**src/rtl/slice_cascade_cmp.sv**
```systemverilog
// -----------------------------------------------------------------------------
// slice_cascade_cmp
//
// Sequential cascade stage that sits after a 4-bit combinational magnitude
// comparator. It takes one nibble result (greater / less / equal) per input
// handshake, most-significant nibble first. After NSLICE nibbles it presents
// the relation of the full 4*NSLICE-bit operands on a valid/ready output.
// It also keeps saturating counts of completed gt / lt / eq results.
//
// state   | meaning
// --------+-------------------------------------------------------------------
// COLLECT | accepting nibble results (in_ready=1, res_valid=0)
// HOLD    | full-width result presented, waiting for res_ready (in_ready=0)
//
// Parameters
//   NSLICE    nibbles per operand (2..16)
//   CNT_W     width of each statistics counter
//
// Ports
//   clk, rst        clock, synchronous active-high reset
//   in_valid/ready  nibble-result handshake
//   in_g/l/e        nibble result: A>B, A<B, A==B (expected one-hot)
//   res_valid/ready full-width result handshake
//   res_gt/lt/eq    full-width relation (exactly one high when res_err=0)
//   res_err         at least one nibble result in the word was not one-hot
//   gt/lt/eq_count  saturating counts of completed results
// -----------------------------------------------------------------------------
module slice_cascade_cmp #(
    parameter int NSLICE = 4,
    parameter int CNT_W  = 8
) (
    input  logic             clk,
    input  logic             rst,
    input  logic             in_valid,
    output logic             in_ready,
    input  logic             in_g,
    input  logic             in_l,
    input  logic             in_e,
    output logic             res_valid,
    input  logic             res_ready,
    output logic             res_gt,
    output logic             res_lt,
    output logic             res_eq,
    output logic             res_err,
    output logic [CNT_W-1:0] gt_count,
    output logic [CNT_W-1:0] lt_count,
    output logic [CNT_W-1:0] eq_count
);

    localparam int IDX_W = (NSLICE > 1) ? $clog2(NSLICE) : 1;
    localparam logic [IDX_W-1:0] IDX_LAST = IDX_W'(NSLICE - 1);
    localparam logic [IDX_W-1:0] IDX_ONE  = IDX_W'(1);
    localparam logic [CNT_W-1:0] CNT_MAX  = '1;
    localparam logic [CNT_W-1:0] CNT_ONE  = CNT_W'(1);

    typedef enum logic {
        ST_COLLECT = 1'b0,
        ST_HOLD    = 1'b1
    } state_t;

    state_t           state_q, state_d;
    logic [IDX_W-1:0] idx_q, idx_d;
    logic             decided_q, decided_d;
    logic             dir_gt_q, dir_gt_d;
    logic             err_q, err_d;
    logic             res_gt_q, res_gt_d;
    logic             res_lt_q, res_lt_d;
    logic             res_eq_q, res_eq_d;
    logic             res_err_q, res_err_d;
    logic [CNT_W-1:0] gt_cnt_q, gt_cnt_d;
    logic [CNT_W-1:0] lt_cnt_q, lt_cnt_d;
    logic [CNT_W-1:0] eq_cnt_q, eq_cnt_d;

    logic accept;
    logic res_hs;
    logic slice_onehot;
    logic decided_nxt;
    logic dir_gt_nxt;
    logic err_nxt;

    // Handshake strobes come from the state register only, so res_ready
    // never reaches in_ready combinationally.
    assign in_ready  = (state_q == ST_COLLECT);
    assign res_valid = (state_q == ST_HOLD);
    assign accept    = in_ready && in_valid;
    assign res_hs    = res_valid && res_ready;

    always_comb begin
        slice_onehot = 1'b0;
        case ({in_g, in_l, in_e})
            3'b100, 3'b010, 3'b001: slice_onehot = 1'b1;
            default:                slice_onehot = 1'b0;
        endcase
    end

    // The first non-equal nibble wins; later nibbles cannot change direction.
    assign decided_nxt = decided_q | in_g | in_l;
    assign dir_gt_nxt  = decided_q ? dir_gt_q : in_g;
    assign err_nxt     = err_q | ~slice_onehot;

    always_comb begin
        state_d   = state_q;
        idx_d     = idx_q;
        decided_d = decided_q;
        dir_gt_d  = dir_gt_q;
        err_d     = err_q;
        res_gt_d  = res_gt_q;
        res_lt_d  = res_lt_q;
        res_eq_d  = res_eq_q;
        res_err_d = res_err_q;
        gt_cnt_d  = gt_cnt_q;
        lt_cnt_d  = lt_cnt_q;
        eq_cnt_d  = eq_cnt_q;

        if (accept) begin
            decided_d = decided_nxt;
            dir_gt_d  = dir_gt_nxt;
            err_d     = err_nxt;
            if (idx_q == IDX_LAST) begin
                // Last nibble: fold it in and register the word's result.
                state_d   = ST_HOLD;
                res_err_d = err_nxt;
                res_gt_d  = ~err_nxt &  decided_nxt &  dir_gt_nxt;
                res_lt_d  = ~err_nxt &  decided_nxt & ~dir_gt_nxt;
                res_eq_d  = ~err_nxt & ~decided_nxt;
            end else begin
                idx_d = idx_q + IDX_ONE;
            end
        end

        if (res_hs) begin
            state_d   = ST_COLLECT;
            idx_d     = '0;
            decided_d = 1'b0;
            dir_gt_d  = 1'b0;
            err_d     = 1'b0;
            res_gt_d  = 1'b0;
            res_lt_d  = 1'b0;
            res_eq_d  = 1'b0;
            res_err_d = 1'b0;
            // Error results have all relation flags low, so they count nowhere.
            if (res_gt_q && (gt_cnt_q != CNT_MAX)) gt_cnt_d = gt_cnt_q + CNT_ONE;
            if (res_lt_q && (lt_cnt_q != CNT_MAX)) lt_cnt_d = lt_cnt_q + CNT_ONE;
            if (res_eq_q && (eq_cnt_q != CNT_MAX)) eq_cnt_d = eq_cnt_q + CNT_ONE;
        end
    end

    always_ff @(posedge clk) begin
        if (rst) begin
            state_q   <= ST_COLLECT;
            idx_q     <= '0;
            decided_q <= 1'b0;
            dir_gt_q  <= 1'b0;
            err_q     <= 1'b0;
            res_gt_q  <= 1'b0;
            res_lt_q  <= 1'b0;
            res_eq_q  <= 1'b0;
            res_err_q <= 1'b0;
            gt_cnt_q  <= '0;
            lt_cnt_q  <= '0;
            eq_cnt_q  <= '0;
        end else begin
            state_q   <= state_d;
            idx_q     <= idx_d;
            decided_q <= decided_d;
            dir_gt_q  <= dir_gt_d;
            err_q     <= err_d;
            res_gt_q  <= res_gt_d;
            res_lt_q  <= res_lt_d;
            res_eq_q  <= res_eq_d;
            res_err_q <= res_err_d;
            gt_cnt_q  <= gt_cnt_d;
            lt_cnt_q  <= lt_cnt_d;
            eq_cnt_q  <= eq_cnt_d;
        end
    end

    assign res_gt   = res_gt_q;
    assign res_lt   = res_lt_q;
    assign res_eq   = res_eq_q;
    assign res_err  = res_err_q;
    assign gt_count = gt_cnt_q;
    assign lt_count = lt_cnt_q;
    assign eq_count = eq_cnt_q;

endmodule
```
**config.mk**
```make
export PLATFORM = sky130hd
export DESIGN_NAME = slice_cascade_cmp
export DESIGN_NICKNAME = d
export VERILOG_FILES = /design/src/rtl/slice_cascade_cmp.sv
export SDC_FILE = /design/constraint.sdc
export NUM_CORES = 1
export LEC_CHECK = 0
export ABC_AREA = 1
export CORE_UTILIZATION = 30
export DETAILED_ROUTE_END_ITERATION = 10
export SYNTH_ARGS = -nofsm -noshare
export SYNTH_HDL_FRONTEND = slang
export SYNTH_SLANG_ARGS = --single-unit
```
**constraint.sdc**
```tcl
create_clock -name clk -period 1.1 [get_ports clk]
set_input_delay 0.22 -clock clk [delete_from_list [all_inputs] [get_ports clk]]
set_output_delay 0.22 -clock clk [all_outputs]
set_load 0.02 [all_outputs]
```
Word level (Yosys, flattened, before mapping) --
Cells that the tools add are included.
Word-level totals: flip-flop bits (word level) 34, output and inout bits 30
Cells by class: $add $sub $neg 4, equality and inequality tests 7, muxes and demuxes 2, bitwise operators 13, reduce and logical (&&, ||, !) cells 12
Operator list (number):
- adder 8 x 1 -> 8 bit, second input constant | 3
- inequality test 8 bit, second input constant | 3
- AND reduction 2 bit | 5
- NOT 1 bit | 6
- logical AND 1 bit | 5
- AND 1 bit | 4
- == test 3 x 1 -> 1 bit, second input constant | 1
- == test 3 x 2 -> 1 bit, second input constant | 1
- == test 3 bit, second input constant | 1
- OR 1 bit | 3
- OR reduction 3 bit | 1
- adder 2 x 1 -> 2 bit, second input constant | 1
- == test 2 bit, second input constant | 1
- 2-to-1 mux 1 bit | 2
- OR reduction 2 bit | 1

Depth between registers and ports, before layout --
Gate-level depths: netlist (run 1).
depth after elaboration 8, depth in mapped cells 8, gate-level depth less buffers 8

Worst setup path after synthesis (run 1) --
OpenSTA, ideal clock, no wires.
kind flip-flop to flip-flop, start reg gt_cnt_q[1], in the netlist gt_count[1], end reg gt_cnt_q[7], in the netlist gt_count[7], library setup time 0.113 ns, arrival time 1.283 ns, path slack -0.296 ns, stages on the path, launching flop included 9, buffers on the path 0, cells stage by stage dfxtp_1 ha_1 nand2_1 nor2_1 nand2_2 nand2_4 nor2_1 nor2_1 nor2_1
On the way: longest elaborated chain between the ends 3, elaborated cells on any way between the ends 4
RTL lines:
- start, declared | line 70 | logic [CNT_W-1:0] gt_cnt_q, gt_cnt_d;
- start signal, assigned | line 172 | gt_cnt_q <= gt_cnt_d;
- branches (longest 3 deep; another with adder 8 x 1 -> 8 bit)
Several ways; the timed one is not identified. A chain may end at the register's enable or synchronous reset.

Worst setup path in the final report (run 1) --
start reg lt_cnt_q[1], in the netlist lt_count[1], end reg lt_cnt_q[4], in the netlist lt_count[4]
On the way: longest elaborated chain between the ends 3, elaborated cells on any way between the ends 4
RTL lines:
- start, declared | line 71 | logic [CNT_W-1:0] lt_cnt_q, lt_cnt_d;
- start signal, assigned | line 173 | lt_cnt_q <= lt_cnt_d;
- branches (longest 3 deep; another with adder 8 x 1 -> 8 bit)
Several ways; the timed one is not identified.

==> results of run 1 <==
worst max-delay path: cells and delay by family, from the launching register on:
kind / cells / cell delay, ps
compound gates: 1 / 110
simple gates: 4 / 340
fa+ha+maj: 1 / 160
buf+inv: 2 / 140
flops: 1 / 360
final cells by class:
cell class              count  area [µm²]  area share
inverters                  35         140      0.0469
repair buffers             88         644       0.216
well taps                  72        90.1      0.0302
clock buffers               8        80.1      0.0268
multi-input cells         192        1290       0.433
flip-flops and latches     34         738       0.247
routing by layer:
layer,track usage,up-vias
met5,0,-
met4,0.0436,0
met3,0.0320,4
met2,0.238,37
met1,0.188,894
li1,-,1033
synthesized netlist by cell type, drive strengths merged:
cell / n / share of area
a21o: 1 / 0.0042
a21oi: 20 / 0.056
a31oi: 1 / 0.0035
and2: 1 / 0.0035
clkbuf: 2 / 0.0042
dfxtp: 34 / 0.38
ha: 4 / 0.028
inv: 35 / 0.073
nand2: 69 / 0.16
nand3: 24 / 0.070
nand4: 8 / 0.028
nor2: 43 / 0.12
nor3: 3 / 0.0083
o21ai: 10 / 0.028
or2: 1 / 0.0035
xor2: 6 / 0.029
cells by family (layout without fill, tap and decap cells):
family          Yosys count  count (layout)
buf+inv                  37             131
fa+ha+maj                 4               4
flops                    34              34
simple gates            149             150
compound gates           32              32
xor+xnor                  6               6
registers in the layout, indices dropped and copies added, names as in the netlist, 2 cells and up:
signal    cells
gt_count      8
eq_count      8
idx_q         2
lt_count      8
placed cells by master, fill, tap and decap left out, types with 3 or more instances in the layout:
cell	instances
clkbuf_1	3
buf_6	9
inv_2	5
a21oi_2	7
buf_2	27
nand3_2	9
nor2_8	3
nand2_2	6
nand3_1	13
nor2_4	5
nor2_2	9
o21ai_2	3
ha_4	4
o21ai_1	6
a21oi_1	13
nor2_1	27
inv_1	27
nand4_1	8
dfxtp_4	10
dfxtp_1	8
nand2_4	10
buf_4	46
clkbuf_8	5
dfxtp_2	16
nand2_1	52
xor2_1	5
path summary, 6_finish.rpt:
kind / depth (start not counted) / endpoint
min reg2reg: 2 / idx_q[0]
max: 8 / lt_count[4]
min: 3 / res_valid
max reg2reg: 8 / lt_count[4]
power groups by stage:
stage | clock network, W | registers (W) | logic, W
floorplan | 0 | 0.00127 | 0.0000741
global placement | 0 | 0.00127 | 0.000156
detailed placement | 0 | 0.00127 | 0.000159
CTS | 0.000910 | 0.00124 | 0.000165
global route | 0.000964 | 0.00124 | 0.000201
finish | 0.000891 | 0.00124 | 0.000181
through the flow:
stage               area, µm²   util  hold slack, ps
floorplan                1960      -             282
global placement         2700  0.479             453
detailed placement       2700  0.479             468
CTS                      2790  0.494             410
global route             2990  0.529             331
finish                   2990  0.529             323
timing repair:
item	in CTS	in global routing
setup buffers	5	7
gates resized for setup	135	62
gates cloned	1	0
hold endpoints to repair	0	0
endpoints found under the setup margin	59	38
pin swaps	15	19
==> flow_results.org, run 1 <==
** Run status
- Outcome :: finished, violations left
- The final reports fail on negative setup slack.

** Clock tree
- For the worst-skew pair, the clock arrives at the later sink with an insertion delay of 280 ps.
- Clock slew at the register clock pins of the worst setup and hold paths :: 70 ps
- TritonCTS built the clock tree.
- In this run, CTS created clock tree buffers numbering 5.
- Clock Sinks :: 34
- Number of hold-repair buffers added at the cts stage :: 0
- Clock Tree Buf Depth :: 2
- Clock root buffer :: clkbuf_8
- The H-tree was split into 2 levels.

** Drt
- Before antenna repair, the detailed router went through 4 iterations.
- The first routing iteration left 93 violations.
- In the routed design, unresolved DRC markers number 0.
- After detailed routing, the number of vias per cell comes to 4.59.
- After detailed routing, the average wire length per cell comes to 10.7 µm.
- Once detail routing completed, the nets flagged for antenna violations numbered 0.
- Sum of routed wire segments on met1 :: 2.18 mm
- In the detailed route, the total length drawn on met2 is 2.21 mm.
- Final wirelength :: 4.61 mm
- Total number of vias :: 1,968
- Highest metal used :: met4
- The routed design uses 180 µm of met3 wire.

** Worst setup path
- Type of the worst setup path :: register to register
- Critical path startpoint :: lt_count[1]
- Walking the worst path, the cells encountered are ha_4, nand2_4, inv_2, nand3_4, nand2_4, inv_4, nand2_2, a21oi_2.
- Data arrival time at the worst-slack endpoint :: 1390 ps
- Dominant cell type by count on the critical path :: nand2_4
- The worst setup path is captured at a register.
- Of all nets on the critical path, the largest fanout is 7.
- Origin of the critical flop-to-flop path :: lt_count[1]
- In this design, the stage delay of the slowest critical-path cell is 360 ps.
- STA classifies the critical path startpoint as a register.
- Required time of the critical path :: 1310 ps
- Setup slack on the worst flop-to-flop path :: -80 ps
- Among all stages on the critical path, the largest delay is contributed by dfxtp_4.

** Synth
- Average instance area after synthesis :: 6.86 µm²
- Of the total synthesized cell area, the portion taken by full adders, half adders and majority gates is 0.0278.
- When the netlist entered floorplanning its net count stood at 273.
- Combinational family with the most area after synthesis :: simple AND/OR/NAND/NOR gates
- Multiplexer area fraction after synthesis :: 0
- Of the total synthesized cell area, the portion taken by XOR and XNOR cells is 0.0292.
- Post-synthesis sequential element count :: 34
- The netlist uses 23 different library cells.
- Simple-Gate Fraction of Synth Area :: 0.396
- Number of instances in the synthesized netlist :: 262
- Register area share after synthesis :: 0.379
- The synthesized-area fraction occupied by ao, oa, aoi and oai cells was 0.0912.
- Mapped Area :: 1800 µm²
- Warnings, synthesis :: 0

** Die
- Floorplan die area :: 6310 µm²
- Measured along the x axis, the die boundary spans 79.4 µm.
- The die is 79.4 µm tall.
- Initial Utilization :: 0.319
- Std-Cell Core Area :: 5640 µm²
- Row count :: 27
- Ports placed on the boundary :: 37

** Pwr
- Overall power after layout :: 0.00231 W
- The share of total power dissipated in sequential elements is 0.535.
- Net Switching :: 0.000549 W
- P_int :: 0.00176 W
- Combinational share of power :: 0.078
- Fraction of power spent switching nets :: 0.238
- Power per standard cell area :: 773 nW/µm²
- In this run the static leakage power is 1.43 nW.
- The worst-case IR drop observed on VDD is 0.000671 V.
- Of the total power, the clock network draws 0.386.

** GRT
- Entering global routing, the biggest net connects 14 pins.
- The first global-routing pass estimated 7.23 mm of wire.
- The number of antenna violations at the first check in global routing was 0.
- The total overflow left after global routing is 0.
- For this run, the total global-route usage over all layers was measured as 0.145.
- The via count of the first global-routing pass is 1,665.

** Timing
- Final setup skew :: 5.31 ps
- Final setup violation count :: 24
- Final number of hold-violating endpoints :: 0
- In the finished design, the share of the clock period the worst path needs comes to 1.07.
- Setup repair after global routing missed its margin :: yes
- Setup TNS :: -953 ps
- Max Transition Viols Final :: 0
- Timing would allow up to 0.850 GHz.
- Setup slack on the critical path of the routed design comes to -76.9 ps.
- Remaining max-slew budget at the tightest pin :: 0.865
- The worst path in the final design needs a cycle of 1180 ps, including I/O delays and setup.
- At the pin with the least slew margin, the transition time is 202 ps.

** Cells and area
- Relative to the synthesized area, the layout overhead comes to 66.0%.
- Antenna diode count :: 0
- The net count of the finished layout is 367.
- In the final layout, the share of cells above drive strength 1 is 0.518.
- Fill cells in the final layout number 524.
- Post-route insts no fill :: 429

** Place
- Port Buffer Count :: 36
- Detailed placer's ending HPWL :: 3.18 mm
- Final weighted congestion in routability-driven placement :: 0.832
- Timing analysis after detailed placement gives a worst setup slack of -370 ps.
- Placed Instances :: 408

** Job
- Max-cap violations in this run came to 0.

** Worst hold path
- Hold path start :: in_valid
- In this run the worst hold path is classified as primary input to register.
Power figures use the tool's default switching activity.
==> run 2: changes to the inputs <==
--- a/config.mk
+++ b/config.mk
@@ -8,6 +8,7 @@
 export ABC_AREA = 1
 export CORE_UTILIZATION = 30
 export DETAILED_ROUTE_END_ITERATION = 10
+export SETUP_SLACK_MARGIN = 0.5
 export SYNTH_ARGS = -nofsm -noshare
 export SYNTH_HDL_FRONTEND = slang
 export SYNTH_SLANG_ARGS = --single-unit
==> run 2 against run 1 <==
  * The run still ends with negative setup slack left
  * Sequential share of layout area is 1.1 points lower
  * Setup slack got worse by 4.1 ps
  * Sequential power about the same
  * Clock skew about the same
  * Global-route usage increased by 1.2 points
  * Clock power increased by 9.5%
  * Clock-buffer cell count is 1 lower
  * Worst hold slack got worse by 26 ps
  * Final cell count up 2.6%
  * Combinational power rose by 4%
==> flow_results.org, run 2 (synthesis results as in run 1) <==
** Worst hold path
- The path class of the tightest hold or removal check is primary input to register.
- Hold-critical path depth :: 3

** Die
- Ports placed on the boundary :: 37
- Initial Utilization :: 0.319
- Floorplan die area :: 6310 µm²
- Width of the die :: 79.4 µm
- Row count :: 27
- In this run the standard cell core region covers 5640 µm².
- Die span in y :: 79.4 µm

** Worst setup path
- In this run the critical register-to-register path is launched from res_valid.
- Stage delay of the slowest cell on the critical path :: 360 ps
- The endpoint identified for the worst register-to-register timing path is res_err.
- Kind of end point of the critical path :: register
- The critical path goes through buf_6, nand2_8, buf_4, nand2_4, inv_2, o21ai_1, a21o_1, inv_2.
- In this design, the largest share of critical-path delay is due to buffers and inverters.
- In this design, the critical path's most frequently occurring cell is inv_2.
- STA puts the critical path data arrival time at 1420 ps.
- Critical path startpoint :: res_valid
- In this run the worst path has a maximum fanout of 5.
- Type of the worst setup path :: register to register
- Critical path depth :: 8
- Counting both buffers and inverters, the worst setup path holds a total of 4.
- Worst Reg-to-Reg Cells :: 8
- CP Launch Type :: register
- For this design, the slowest cell found on the critical path is dfxtp_4.
- Required time of the critical path :: 1340 ps
- Across all register-to-register paths, the minimum setup slack is -80 ps.
- Capture point of the worst path :: res_err

** Pwr
- Overall power after layout :: 0.00237 W
- For this design the static power due to leakage is 1.48 nW.
- Clock Power Share :: 0.411
- In this run the power spent charging and discharging nets is 0.000575 W.
- Sequential Power Share :: 0.510
- Of the total power, the share spent switching nets is 0.242.
- Combinational share of power :: 0.079
- In this run the power density over the cells is 726 nW/µm².
- VDD sags by at most 0.000613 V.
- P_int :: 0.00180 W

** Timing
- Highest clock frequency the design can meet :: 0.847 GHz
- Remaining max-slew budget at the tightest pin :: 0.831
- The max-slew violation count is 0.
- In the post-route analysis, the smallest setup slack over all paths is -81.0 ps.
- Final number of hold-violating endpoints :: 0
- Final setup skew :: 5.20 ps
- Setup repair after global routing could not meet its margin everywhere.
- Setup violations remaining at the end of the flow were counted as 32.
- Counting I/O delays and the setup requirement, the final critical path takes 1180 ps.
- Of the available clock period, the critical path in the final layout requires 1.07.
- For the pin with the worst max-slew slack, the measured transition is 253 ps.

** Run status
- Violated checks :: negative setup slack
- Outcome :: finished, violations left

** Cells and area
- Synth-to-layout area growth :: 81.8%
- Antenna diode count :: 0
- The finished layout holds 440 standard cells, fillers aside.
- Number of fill cells in the layout :: 524
- Share of final-layout standard cells stronger than drive strength 1 :: 0.535
- The top cell types in the final layout, fill and taps aside, are 54 x nand2_1, 52 x buf_4, 39 x buf_6.
- In the final design database the tool counted 378 nets.
- Measured on the finished design, the core utilization comes to 0.580.
- The library cell used most frequently in the layout, excluding fill and tap cells, is nand2_1.

** Place
- Port Buffer Count :: 36
- Routability-driven placement finished with a final weighted congestion of 0.801.
- Summed over all nets, the half-perimeter wirelength after detailed placement is 3.34 mm.
- The number of placed instances, taps included, is 416.

** Clock tree
- H-Tree Level Count :: 2
- For this design, the sink count on the clock tree is 34.
- For this design, the CTS-stage hold fixing added 0 buffers.
- Clock-pin slew was measured on the worst setup and hold paths at 70 ps.
- In this run the clock root is driven by a clkbuf_8.
- For the worst-skew pair, the clock arrives at the later sink with an insertion delay of 290 ps.
- TritonCTS built the clock tree.
- Buffers inserted during clock tree synthesis total 5.
- The longest clock path from root to sink contains 2 buffers.

** Drt
- Wires add up to 4.83 mm.
- Before antenna repair, the detailed router went through 4 iterations.
- Avg WL per Cell :: 11.0 µm
- Summing over every cut layer, the via total after detailed routing is 2,008.
- Number of vias per cell after detailed routing :: 4.56
- Remaining number of nets flagged by the antenna check after routing :: 0
- Violation count after the first detailed-routing iteration :: 57
- Number of remaining DRC errors :: 0

** GRT
- Maximum number of pins on one net before global-route repair :: 14
- After global routing the overflow that remains totals 0.
- All-layer global routing usage :: 0.157
- Global-route wire length before repair :: 7.73 mm
- The via count of the first global-routing pass came to 1,708.
- Number of antenna violations at the first check in global routing :: 0

** Job
- Max-Cap Viols :: 0
[run 2: cell count changes in the layout (fill, tap and decap cells not counted), sizes merged]
cell	delta
clkbuf	-1
dlymetal6s2s	-1
buf	+11
inv	+1
clkinvlp	-1
clkdlybuf4s50	+2
clkinv	+1
dlygate4sd2	-1
[run 2: metrics by stage]
step,setup TNS (ps),cell area [µm²],hold WS (ps),setup slack (ps)
5_1_grt,-3420,3270,315,-143
3_5_place_dp,-12860,2870,478,-408
6_report,-1150,3270,297,-81.0
2_1_floorplan,-737,2070,279,-77.1
3_3_place_gp,-12300,2870,478,-376
4_1_cts,-1650,3130,487,-96.0
[run 2: what timing repair did]
item | CTS | global route
endpoints found under the setup margin | 64 | 64
cloned | 0 | 1
buffers inserted | 11 | 4
pin swaps | 19 | 7
resized for setup | 195 | 28
[run 2: worst reg2reg max path, cell delays in order, from the launching register on]
cell and delay [ps]:
dfxtp_4 360, buf_6 120, nand2_8 130, buf_4 140
nand2_4 50, inv_2 70, o21ai_1 60, a21o_1 160
inv_2 40
[run 2: layer usage]
metal / wire (µm) / global-route usage / up-vias
met4: 65 / 0.0600 / 0
li1: - / - / 1058
met2: 2390 / 0.253 / 32
met3: 165 / 0.0377 / 6
met1: 2210 / 0.201 / 912
met5: 0 / 0 / -
[run 2: layout make-up]
cell class	instances	area, µm²	share of cell area
Clock buffer	7	86.3	0.0264
Inverter	35	139	0.0425
Tap cell	72	90.1	0.0276
Clock inverter	1	5.00	0.00153
Multi-Input combinational cell	192	1250	0.383
Timing Repair Buffer	99	926	0.283
Sequential cell	34	772	0.236
[run 2: worst min path at each step]
stage	end	startpoint
CTS	idx_q[0]	idx_q[0]
finish	dir_gt_q	in_g
floorplan	lt_count[2]	rst
detailed placement	idx_q[0]	idx_q[0]
global route	dir_gt_q	in_g
global placement	idx_q[1]	idx_q[1]
[run 2: power by group through the flow]
stage	clock network, W	logic [W]	registers, W
floorplan	0	0.0000839	0.00124
global placement	0	0.000175	0.00124
detailed placement	0	0.000180	0.00124
CTS	0.00103	0.000183	0.00121
global route	0.00109	0.000208	0.00121
finish	0.000976	0.000188	0.00121
==> run 3: changes to the inputs <==
--- a/config.mk
+++ b/config.mk
@@ -8,7 +8,9 @@
 export ABC_AREA = 1
 export CORE_UTILIZATION = 30
 export DETAILED_ROUTE_END_ITERATION = 10
+export DONT_BUFFER_PORTS = 1
 export SETUP_SLACK_MARGIN = 0.5
 export SYNTH_ARGS = -nofsm -noshare
 export SYNTH_HDL_FRONTEND = slang
 export SYNTH_SLANG_ARGS = --single-unit
+export TNS_END_PERCENT = 5
==> run 3 against run 2 <==
  * The run ends with negative hold slack, negative setup slack left
  * Global-route usage down 0.75 points
  * Combinational power down 28%
  * Clock skew rose by 0.64 ps
  * Final cell count is 11% lower
  * Clock-buffer cell count rose by 1
  * Flip-flop and latch count stayed put
  * Critical path type unchanged
  * Critical endpoint is now lt_count[7]
  * Highest routed layer unchanged
==> flow_results.org, run 3 (synthesis results as in run 1) <==
** GRT
- Entering global routing, the biggest net connects 15 pins.
- Total gr overflow :: 0
- In the global route stage, overall resource usage came out at 0.149.
- Via count of the first global-routing pass :: 1,689
- Number of antenna violations at the first check in global routing :: 0
- Global-route wire length before repair :: 7.39 mm

** Run status
- Violated checks :: negative hold slack, negative setup slack
- Outcome :: finished, violations left

** Drt
- Violation count after the first detailed-routing iteration :: 50
- The routed design has 4.55 mm of wire.
- Detailed routing placed a total of 2.22 mm of wire on met2.
- The routed layout has 1,827 vias.
- Number of remaining DRC errors :: 0
- WL met3 :: 266 µm
- In the final routed layout, each cell accounts on average for 11.7 µm.
- Dividing the detail-routed via count by the number of cells gives 4.68.
- Detailed-routing iteration count for the pre-antenna-repair pass :: 4
- The detail route stage leaves a number of antenna-violating nets equal to 0.
- In the final routing, the length of wire on met1 measures 2.05 mm.
- Highest metal used :: met4

** Timing
- For the finished layout, the period the worst path requires is 1150 ps.
- Between clock sinks in the finished design, the worst skew comes to 5.84 ps.
- For the pin with the worst max-slew slack, the measured transition is 169 ps.
- Max Transition Viols Final :: 0
- After layout, the worst setup slack is -51.5 ps.
- The worst pin sits at a relative slew slack of 0.887.
- Setup violations remaining at the end of the flow were counted as 19.
- Highest clock frequency the design can meet :: 0.868 GHz
- Setup repair after global routing could not meet its margin everywhere.
- Final period utilization :: 1.05
- The final count of hold timing violations is 11.
- Final hold slack :: -14.5 ps

** Worst setup path
- Maximum fanout count along the critical path :: 7
- Kind of end point of the critical path :: register
- Data arrival time at the worst-slack endpoint :: 1360 ps
- Required time of the critical path :: 1310 ps
- The critical path is of the register to register type.
- CP Launch Type :: register

** Die
- Measured along the y axis, the die boundary spans 79.4 µm.
- Floorplan die area :: 6310 µm²
- 37 I/O pins were placed.
- For this configuration, the core starts out at a cell density of 0.319.
- In this run the horizontal extent of the chip is 79.4 µm.
- Row count :: 27
- The core region is 5640 µm².

** Place
- Port Buffer Count :: 0
- Placed inst area :: 2340 µm²
- Detailed placer's ending HPWL :: 3.19 mm
- Final weighted congestion in routability-driven placement :: 0.781

** Cells and area
- Antenna diode count :: 0
- Leaving out fill and tap cells, the most frequent cell in the layout is nand2_1.
- The layout has 557 filler cells.
- For this run, the post-layout net count is 328.
- Most frequent cells in the layout :: 55 x nand2_1, 30 x buf_6, 29 x inv_1
- Post-route core utilization :: 0.496
- Total non-filler cell area in the finished layout :: 2800 µm²
- In the final layout, the share of cells above drive strength 1 is 0.453.
- From synthesis to final layout, the design area changed by 55.6%.

** Worst hold path
- Hold Path Class :: primary input to register

** Clock tree
- TritonCTS buffer count :: 5
- H-Tree Level Count :: 2
- The clock passes through at most 2 buffers.
- Clock-pin slew was measured on the worst setup and hold paths at 70 ps.
- For the worst-skew pair, the clock arrives at the later sink with an insertion delay of 280 ps.
- Clock root buffer :: clkbuf_8
- Clock tree from TritonCTS :: yes
- The clock net in this run drives a total of 34 sinks.

** Pwr
- Power per standard cell area :: 807 nW/µm²
- Leakage power :: 1.23 nW
- Maximum VDD drop :: 0.000821 V

** Job
- Max-Cap Viols :: 0
-- run 3: worst paths after layout --
| check | startpoint | end | slack (ps) | cells after the start |
|---|---|---|---|---|
| max | lt_count[0] | lt_count[7] | -50 | 8 |
| min | rst | lt_count[4] | -10 | 1 |
| max reg2reg | lt_count[0] | lt_count[7] | -50 | 8 |
| min reg2reg | idx_q[1] | idx_q[1] | 490 | 2 |
-- run 3: per-stage QoR --
| step | instances | setup TNS, ps | power, W | worst slack [ps] |
|---|---|---|---|---|
| after detailed placement | 381 | -1540 | 0.00137 | -111 |
| after global placement | 381 | -893 | 0.00137 | -73.7 |
| after floorplan | 262 | -1140 | 0.00134 | -96.2 |
| after CTS | 390 | -440 | 0.00228 | -38.7 |
| after global routing | 390 | -2460 | 0.00238 | -129 |
| final | 390 | -578 | 0.00226 | -51.5 |
-- run 3: area by class of cell --
class                           instances  area, µm²  area share
Clock buffer                            8       80.1      0.0286
Inverter                               35        139      0.0496
Multi-Input combinational cell        191       1260       0.449
Sequential cell                        34        743       0.266
Tap cell                               72       90.1      0.0322
Timing Repair Buffer                   50        488       0.174
-- run 3: metal layers --
metal | track usage | vias to the layer above
li1 | - | 957
met1 | 0.180 | 832
met2 | 0.252 | 36
met3 | 0.0491 | 2
met4 | 0.0436 | 0
met5 | 0 | -
-- run 3: where the power goes --
group | total [W] | switching [W] | internal, W
Clock | 0.000887 | 0.000437 | 0.000450
Sequential | 0.00124 | 0.0000153 | 0.00122
Combinational | 0.000135 | 0.0000729 | 0.0000617
-- run 3: timing repair --
item | in CTS | in global routing
endpoints found under the hold margin | 13 | 13
pin swaps | 28 | 23
gates resized for setup | 68 | 38
setup buffers | 1 | 0
endpoints found under the setup margin | 64 | 64
-- run 3: critical path, stage by stage, from the launching register on --
cell and delay, ps:
dfxtp_4 360, ha_4 170, nand2_4 90, inv_4 40, nand3_4 100, nand2_8 80
inv_6 80, nand2_4 40, a21oi_2 120
